`config.mk`:
```
export PLATFORM = sky130hd
export DESIGN_NAME = mc_control_fsm
export DESIGN_NICKNAME = d
export VERILOG_FILES = /design/src/rtl/mc_control_fsm.sv
export SDC_FILE = /design/constraint.sdc
export NUM_CORES = 1
export LEC_CHECK = 0
export CAP_MARGIN = 10
export CORE_MARGIN = 4
export CORE_UTILIZATION = 38
export CTS_CLUSTER_SIZE = 14
export DETAILED_ROUTE_END_ITERATION = 8
export GPL_TIMING_DRIVEN = 0
export PLACE_DENSITY = 0.75
export SYNTH_ARGS = -nofsm -noshare
export SYNTH_HDL_FRONTEND = slang
export SYNTH_SLANG_ARGS = --single-unit
```
`constraint.sdc`:
```
create_clock -name CLK -period 1.4 [get_ports CLK]
set_input_delay 0.14 -clock CLK [delete_from_list [all_inputs] [get_ports CLK]]
set_output_delay 0.14 -clock CLK [all_outputs]
set_load 0.005 [all_outputs]
```
`src/rtl/mc_control_fsm.sv`:
```
// +----------------------------------------------------------------------------+
// | Module      : mc_control_fsm                                               |
// | Description : Multi-cycle sequencer for a 32-bit MIPS-subset CPU sharing a |
// |               single variable-latency memory port for instructions and     |
// |               data. Steps each instruction through FETCH/DECODE/EXEC/MEM/WB|
// |               and drives datapath selects, write enables, ALUControl and   |
// |               the req/ready memory handshake.                              |
// | Parameters  : MEM_WAIT_MAX - not-ready cycles tolerated per memory access  |
// |               before a bus-timeout halt (0 disables the timeout).          |
// | Config macro: ILLEGAL_TRAP_EN - when defined an unknown opcode halts with  |
// |               exc_code=10; otherwise it retires as a one-cycle no-op.      |
// | Ports       : CLK, reset (sync, active-high); Op/Funct from IR; Zero from  |
// |               the ALU; mem_ready/mem_req/mem_we handshake; IorD, IRWrite,  |
// |               PCEn, TargetWr, RegDst, RegWrite, MemOrReg, PCSrc, ALUSrcA,  |
// |               ALUSrcB, ALUControl datapath controls; retire, halted,       |
// |               exc_code status.                                             |
// | Revision    : 1.0 - initial release                                        |
// +----------------------------------------------------------------------------+
`default_nettype none

module mc_control_fsm #(
    parameter int MEM_WAIT_MAX = 15
) (
    input  logic        CLK,
    input  logic        reset,
    input  logic [5:0]  Op,
    input  logic [5:0]  Funct,
    input  logic        Zero,
    input  logic        mem_ready,
    output logic        mem_req,
    output logic        mem_we,
    output logic        IorD,
    output logic        IRWrite,
    output logic        PCEn,
    output logic        TargetWr,
    output logic        RegDst,
    output logic        RegWrite,
    output logic        MemOrReg,
    output logic [1:0]  PCSrc,
    output logic [1:0]  ALUSrcA,
    output logic [1:0]  ALUSrcB,
    output logic [10:0] ALUControl,
    output logic        retire,
    output logic        halted,
    output logic [1:0]  exc_code
);

    localparam int CW = (MEM_WAIT_MAX < 2) ? 1 : $clog2(MEM_WAIT_MAX + 1);

    localparam logic [5:0]  C_OP_RTYPE = 6'h00;
    localparam logic [5:0]  C_OP_ORI   = 6'h0D;
    localparam logic [5:0]  C_OP_LW    = 6'h23;
    localparam logic [5:0]  C_OP_SW    = 6'h2B;
    localparam logic [5:0]  C_OP_BEQ   = 6'h04;
    localparam logic [5:0]  C_OP_J     = 6'h02;
    localparam logic [10:0] C_ALU_ADDU = 11'h021;
    localparam logic [10:0] C_ALU_SUBU = 11'h023;
    localparam logic [10:0] C_ALU_OR   = 11'h025;
    localparam logic [1:0]  C_EXC_BUS  = 2'b01;
    localparam logic [1:0]  C_EXC_ILL  = 2'b10;

    typedef enum logic [3:0] {
        S_FETCH   = 4'd0,
        S_DECODE  = 4'd1,
        S_EXEC_R  = 4'd2,
        S_EXEC_I  = 4'd3,
        S_WB_R    = 4'd4,
        S_ADDR    = 4'd5,
        S_MEM_RD  = 4'd6,
        S_MEM_WR  = 4'd7,
        S_WB_MEM  = 4'd8,
        S_BRANCH  = 4'd9,
        S_JUMP    = 4'd10,
        S_ILLEGAL = 4'd11,
        S_HALT    = 4'd12
    } state_t;

    state_t         r_state;
    logic [CW-1:0]  r_wait_cnt;
    logic [1:0]     r_exc;
    logic           r_rtype;   // instruction in flight is R-type (selects rd in WB_R)
    logic           r_load;    // instruction in flight is lw (ADDR -> MEM_RD)
    logic           w_mem_state;
    logic           w_timeout;
    logic           w_shift;

    assign w_mem_state = (r_state == S_FETCH) || (r_state == S_MEM_RD) || (r_state == S_MEM_WR);
    assign w_timeout   = (MEM_WAIT_MAX != 0) && w_mem_state && !mem_ready
                         && (r_wait_cnt == CW'(MEM_WAIT_MAX));
    // sll/srl/sra take the shift amount from the instruction, not from rs
    assign w_shift     = (Funct == 6'h00) || (Funct == 6'h02) || (Funct == 6'h03);

    always_ff @(posedge CLK) begin
        if (reset) begin
            r_state    <= S_FETCH;
            r_wait_cnt <= '0;
            r_exc      <= 2'b00;
            r_rtype    <= 1'b0;
            r_load     <= 1'b0;
        end else begin
            // Wait counter only moves in memory states; leaving one always clears it,
            // so every access starts counting from zero.
            if (w_mem_state) begin
                if (mem_ready) begin
                    r_wait_cnt <= '0;
                end else if (w_timeout) begin
                    r_wait_cnt <= '0;
                    r_state    <= S_HALT;
                    r_exc      <= C_EXC_BUS;
                end else begin
                    r_wait_cnt <= r_wait_cnt + 1'b1;
                end
            end

            case (r_state)
                S_FETCH:  if (mem_ready) r_state <= S_DECODE;
                S_DECODE: begin
                    r_rtype <= (Op == C_OP_RTYPE);
                    r_load  <= (Op == C_OP_LW);
                    case (Op)
                        C_OP_RTYPE:      r_state <= S_EXEC_R;
                        C_OP_ORI:        r_state <= S_EXEC_I;
                        C_OP_LW, C_OP_SW: r_state <= S_ADDR;
                        C_OP_BEQ:        r_state <= S_BRANCH;
                        C_OP_J:          r_state <= S_JUMP;
                        default: begin
`ifdef ILLEGAL_TRAP_EN
                            r_state <= S_HALT;
                            r_exc   <= C_EXC_ILL;
`else
                            r_state <= S_ILLEGAL;
`endif
                        end
                    endcase
                end
                S_EXEC_R, S_EXEC_I: r_state <= S_WB_R;
                S_ADDR:   r_state <= r_load ? S_MEM_RD : S_MEM_WR;
                S_MEM_RD: if (mem_ready) r_state <= S_WB_MEM;
                S_MEM_WR: if (mem_ready) r_state <= S_FETCH;
                S_WB_R, S_WB_MEM, S_BRANCH, S_JUMP, S_ILLEGAL: r_state <= S_FETCH;
                S_HALT:   r_state <= S_HALT;
                default:  r_state <= S_FETCH;
            endcase
        end
    end

    // Output decode; reset masks everything in the same cycle so an in-flight
    // access or write is abandoned immediately.
    always_comb begin
        mem_req    = 1'b0;
        mem_we     = 1'b0;
        IorD       = 1'b0;
        IRWrite    = 1'b0;
        PCEn       = 1'b0;
        TargetWr   = 1'b0;
        RegDst     = 1'b0;
        RegWrite   = 1'b0;
        MemOrReg   = 1'b0;
        PCSrc      = 2'b00;
        ALUSrcA    = 2'b00;
        ALUSrcB    = 2'b00;
        ALUControl = 11'h000;
        retire     = 1'b0;
        halted     = 1'b0;
        exc_code   = 2'b00;
        if (!reset) begin
            case (r_state)
                S_FETCH: begin
                    mem_req    = 1'b1;
                    ALUSrcB    = 2'b01;
                    ALUControl = C_ALU_ADDU;
                    IRWrite    = mem_ready;
                    PCEn       = mem_ready;
                end
                S_DECODE: begin
                    ALUSrcB    = 2'b11;
                    ALUControl = C_ALU_ADDU;
                    TargetWr   = 1'b1;
                end
                S_EXEC_R: begin
                    ALUSrcA    = w_shift ? 2'b10 : 2'b01;
                    ALUControl = {5'b0, Funct};
                    TargetWr   = 1'b1;
                end
                S_EXEC_I: begin
                    ALUSrcA    = 2'b01;
                    ALUSrcB    = 2'b10;
                    ALUControl = C_ALU_OR;
                    TargetWr   = 1'b1;
                end
                S_WB_R: begin
                    RegWrite = 1'b1;
                    RegDst   = r_rtype;
                    retire   = 1'b1;
                end
                S_ADDR: begin
                    ALUSrcA    = 2'b01;
                    ALUSrcB    = 2'b10;
                    ALUControl = C_ALU_ADDU;
                    TargetWr   = 1'b1;
                end
                S_MEM_RD: begin
                    mem_req = 1'b1;
                    IorD    = 1'b1;
                end
                S_MEM_WR: begin
                    mem_req = 1'b1;
                    mem_we  = 1'b1;
                    IorD    = 1'b1;
                    retire  = mem_ready;
                end
                S_WB_MEM: begin
                    RegWrite = 1'b1;
                    MemOrReg = 1'b1;
                    retire   = 1'b1;
                end
                S_BRANCH: begin
                    ALUSrcA    = 2'b01;
                    ALUControl = C_ALU_SUBU;
                    PCSrc      = 2'b01;
                    PCEn       = Zero;
                    retire     = 1'b1;
                end
                S_JUMP: begin
                    PCSrc  = 2'b10;
                    PCEn   = 1'b1;
                    retire = 1'b1;
                end
                S_ILLEGAL: retire = 1'b1;
                S_HALT: begin
                    halted   = 1'b1;
                    exc_code = r_exc;
                end
                default: ;
            endcase
        end
    end

endmodule

`default_nettype wire

```
# Yosys cells after proc, flatten, opt, wreduce, memory -nomap -nowiden
# Cells that the tools add are included.
# classes
addsub	1
n_eq_ne	20
n_mux	43
bitwise	1
n_reduce_logical	21
# ops
cell	count
two-way mux 4 bit	7
one-hot mux 4 bit (7 select lines)	1
equality test 4 bit, second input constant	6
one-hot mux 6 bit (4 select lines)	1
two-way mux 1 bit	23
one-hot mux 4 bit (5 select lines)	1
equality test 6 x 2 -> 1 bit, second input constant	3
equality test 4 x 3 -> 1 bit, second input constant	4
equality test 6 bit, second input constant	2
zero test 6 bit	2
OR reduction 2 bit	5
OR reduction 3 bit	3
equality test 4 x 2 -> 1 bit, second input constant	2
two-way mux 2 bit	4
one-hot mux 2 bit (2 select lines)	2
equality test 6 x 3 -> 1 bit, second input constant	1
equality test 6 x 4 -> 1 bit, second input constant	1
two-way mux 6 bit	1
one-hot mux 2 bit (3 select lines)	1
OR reduction 5 bit	1
adder 4 x 1 -> 4 bit, second input constant	1
equality test 4 x 1 -> 1 bit, second input constant	1
zero test 4 bit	1
logical OR 1 bit	4
7 further kinds	8
# totals
register_bits	11
in_bits	16
output_inout_bits	30

# Logic depth before layout (Yosys ltp)
# depth
word_depth	9
depth_mapped	6
depth_no_buf	5

# Least setup slack after synthesis
# Ideal clock, no wire load.
# synth_timing
path_type	reg2reg
startpoint	register r_state[1]
endpoint	register r_load
setup_time_ns	0.067
arrival_time_ns	1.407
path_slack_ns	-0.074
path_stages_with_launch	5
n_path_buf	1
synth_period_minus_slack_ns	1.474
cell_sequence	dfxtp_1 > buf_6 > or4b_4 > or3_1 > a21oi_2
# synth_between
elab_chain_len	1
# synth_rtl
item	line	rtl
from (decl)	78	state_t r_state;
from (signal assigned)	137	S_ADDR: r_state <= r_load ? S_MEM_RD : S_MEM_WR;
equality test 4 x 1 -> 1 bit	115	case (r_state)
to (signal assigned)	119	r_load <= (Op == C_OP_LW);
to (decl)	82	logic r_load;
# No other way between the ends.
# A chain may end at the register's enable or synchronous reset.

# Worst setup path after layout
# layout_timing
startpoint	register r_state[3]
endpoint	output ALUControl[0]
# layout_between
elab_chain_len	4
# layout_rtl
item	line	rtl
equality test 4 x 3 -> 1 bit (tied with other cells)	167	case (r_state)
OR reduction 3 bit (no line)	n/a	
one-hot mux 6 bit (4 select lines) (*)	167	
two-way mux 6 bit (*)	166	if (!reset) begin
to (decl)	42	output logic [10:0] ALUControl,
# Mark *: on every way between the ends. The rest lies on a longest branch, timed or not.

==> reports/summary.md <==
The delay of the slowest cell on the worst path is 0.38 ns. The run gives 1.56 ns as the data arrival time of the critical path. The final worst slack is -0.300 ns. The combined buffer and inverter count along the critical path was 4; the count of endpoints failing hold in the final timing report was 0.

The starting density of the core is 41.2%, and the number of placed instances, taps included is 224. Leaving out fill and tap cells, the most frequent cell in the layout is buf_4. The top cell family by delay on the critical path is buffers and inverters.

The post-synthesis register bit count was 11; the number of buffers between clock root and the deepest sink was 2. The run gives 7 as the number of optimization iterations in the first detailed-route pass. STA classifies the critical path startpoint as a register.

Measured on the finished design, the core utilization comes to 86.3%. For the maximum number of pins on one net before global-route repair, the log shows 11. Clock tree synthesis selected as its root buffer the cell clkbuf_4. Walking the worst path, the cells encountered are buf_6, nor2_4, buf_8, buf_6, o21ai_2, a21oi_1, buf_2.

The class of the most critical setup path is reg2out. The worst setup path is captured at an output pin. The checks that failed: setup timing.

Counting I/O delays and the setup requirement, the final critical path takes 1.70 ns. TritonCTS built the clock tree. The insertion delay to the later sink of the worst-skew pair came out at 0.28 ns. In this run, synthesis inferred 0 flip-flops with an integrated enable. On the final layout, the worst clock skew is 0.00628 ns. The fraction of final layout cells with drive strength greater than 1 is 59.8%. The final layout contains routed wiring with a total length of 6120 um. The antenna diode count was 0. dfxtp_1 takes more of the synthesized area than any other cell.

After clock tree synthesis, the clock-pin slew on the worst setup and hold paths is 0.08 ns. Before CTS, the worst setup slack after placement is -0.890 ns. The floorplan step set the die width to 60.6 um.

The total die area was 0.00367 sq mm. The worst-case IR drop observed on VDD is 1.52 mV. The async set-reset flop share out of synthesis is 0%, and the filler-free cell count of the finished design is 264. 46 I/O pins were placed. The die is 60.6 um tall. The count of hold buffers inserted by post-cts repair was 0. The run finished, with violations left.

Of all nets on the critical path, the largest fanout is 5. The pin slew with the least headroom to its limit is 0.620 ns. Detailed placement ended at an HPWL of 2530 um. The number of antenna violations at the first check in global routing came out at 0. With fillers left out, the area of the finished cells amounts to 0.00220 sq mm.

The congestion estimate from routability-driven global placement came to 0.889. Max-cap violations in this run came to 0. In this run, CTS created clock tree buffers numbering 3.

The worst hold path belongs to the class reg2reg. From synthesis to final layout, the design area changed by 109%. The clock sink count came out at 11. The floorplan has 18 rows. Sequential cells were found to cover 21.0% of the synthesized design area.

The slowest stage of the critical path belongs to the cell dfxtp_4. After detailed placement, the total cell area comes to 0.00149 sq mm. For this design the ratio of total power to cell area is 1550 mW/mm^2. The via count of the first global-routing pass is 1625, and the static leakage is 0.938 nW.

The tools report the required time of the worst setup path as 1.26 ns. After synthesis, the mean cell area works out to 6.95 sq um. By area the synthesized netlist is led by dfxtp_1 21%, nor2_1 7.2%, a21oi_1 6.7%.

The worst path uses 121% of the clock period. The region available for standard cell placement spans 0.00254 sq mm. The synthesized design devotes to its leading area cell type 21.0% of total area. For this run, design rule violations remaining after detail routing come to 0. For this block, the initial DRC count from the detailed router was 193. In the routed layout, each cell is associated on average with a via count of 6.54. The most used flip-flop cell after synthesis is dfxtp_1. The maximum level of the CTS H-tree came out at 1. The final global-route overflow total was 0. The logs give 0 for the number of max-slew violations in the final report and 31.3% for the total track usage. The run gives 252 as the total number of nets in the final design. Dividing the detail-routed wire length by the instance count gives 23.2 um. The via count is 1726.

Setup repair after global routing could not meet its margin everywhere. Port buffering added 38 buffers. The number of standard cells after synthesis is 151.

In the layout the commonest cells are 26 x buf_4, 18 x buf_2, 16 x buf_6. The mapped netlist covers 0.00105 sq mm. The design draws 3.40 mW.

By instance count, the cell type seen most on the critical path is buf_6. The logs give 588 MHz for the highest clock rate and 58.6% for the relative max-transition margin. The first global-routing pass estimated 8550 um of wire. Once detail routing completed, the nets flagged for antenna violations numbered 0. The number of different library cells used by synthesis comes to 48.

The number of warnings issued by yosys is 0. For the setup-violating endpoint count in the final report, the log shows 33.
-- synth_stat cells, types with 2 or more instances --
library cell / instances
nor2_1: 20
a21oi_1: 14
dfxtp_1: 11
o21ai_0: 9
nand2_1: 8
nor3_1: 8
and3_1: 6
buf_4: 6
clkbuf_1: 6
nor2b_1: 5
nand3b_1: 4
and4_1: 3
buf_2: 3
nand3_1: 3
nand4_1: 3
nor4_1: 3
or3_1: 3
and2_1: 2
and4b_1: 2
inv_1: 2
nand2b_1: 2
o21bai_1: 2
-- path summary, 6_finish.rpt --
| kind | startpoint | endpoint | slack, ns | cells past startpoint |
|---|---|---|---|---|
| worst max-delay path | r_state[3]$_SDFF_PP0_ | ALUControl[0] | -0.30 | 7 |
| worst min-delay path | r_rtype$_SDFFE_PP0P_ | r_rtype$_SDFFE_PP0P_ | 0.47 | 2 |
| worst max register to register | r_state[2]$_SDFF_PP0_ | r_state[0]$_SDFF_PP0_ | -0.22 | 5 |
| worst min register to register | r_rtype$_SDFFE_PP0P_ | r_rtype$_SDFFE_PP0P_ | 0.47 | 2 |
-- sequential cells by signal, summed over array words and instances, names as in the netlist --
name / count
r_state: 4
r_wait_cnt: 4
r_exc: 1
r_load: 1
r_rtype: 1
-- per-stage QoR --
stage | hold WS (ns) | TNS (ns)
CTS | 0.439 | -2.65
finish | 0.471 | -5.76
floorplan | 0.321 | -0.0740
global route | 0.487 | -6.68
global placement | 0.445 | -17.02
detailed placement | 0.456 | -16.86
-- power by group --
part | switching [mW] | total (mW) | internal [mW]
registers | 0.106 | 0.493 | 0.387
logic | 1.30 | 2.67 | 1.36
clock network | 0.125 | 0.236 | 0.111
-- repair_timing --
action / CTS / global route
endpoints found under the setup margin: 35 / 34
setup buffers: 30 / 8
resized for setup: 191 / 33
pin swaps: 27 / 16
gates cloned: 1 / 0
-- logic make-up after synthesis --
kind of cell	after synthesis	synth area share, %
xor+xnor	1	0.834
compound gates	42	26.2
buf+inv	19	10.1
flops	11	21.0
fa+ha+maj	1	1.19
simple gates	76	40.3
other cells	1	0.357
-- routing by layer --
metal / vias to the layer above / track usage (%) / routed length, um
met5: - / 0 / 0
met4: 0 / 10.5 / 332
met3: 55 / 5.96 / 666
met2: 163 / 53.4 / 2890
met1: 797 / 39.5 / 2230
li1: 711 / - / -
-- worst reg2reg max path, stage by stage, from the launching register on --
cell and delay, ns:
dfxtp_4 0.38, buf_6 0.13, or3_4 0.36, a211oi_4 0.33
nand3b_1 0.17, a21oi_2 0.18
-- layout make-up --
cell class,instances,area [sq um]
Tap cell,30,37.5
Inverter,2,13.8
Fill cell,119,348
Buffer,16,196
Multi-Input combinational cell,126,1020
Sequential cell,11,238
Timing Repair Buffer,75,667
Clock buffer,4,26.3
Note: power is estimated with default switching activity, not from simulation.
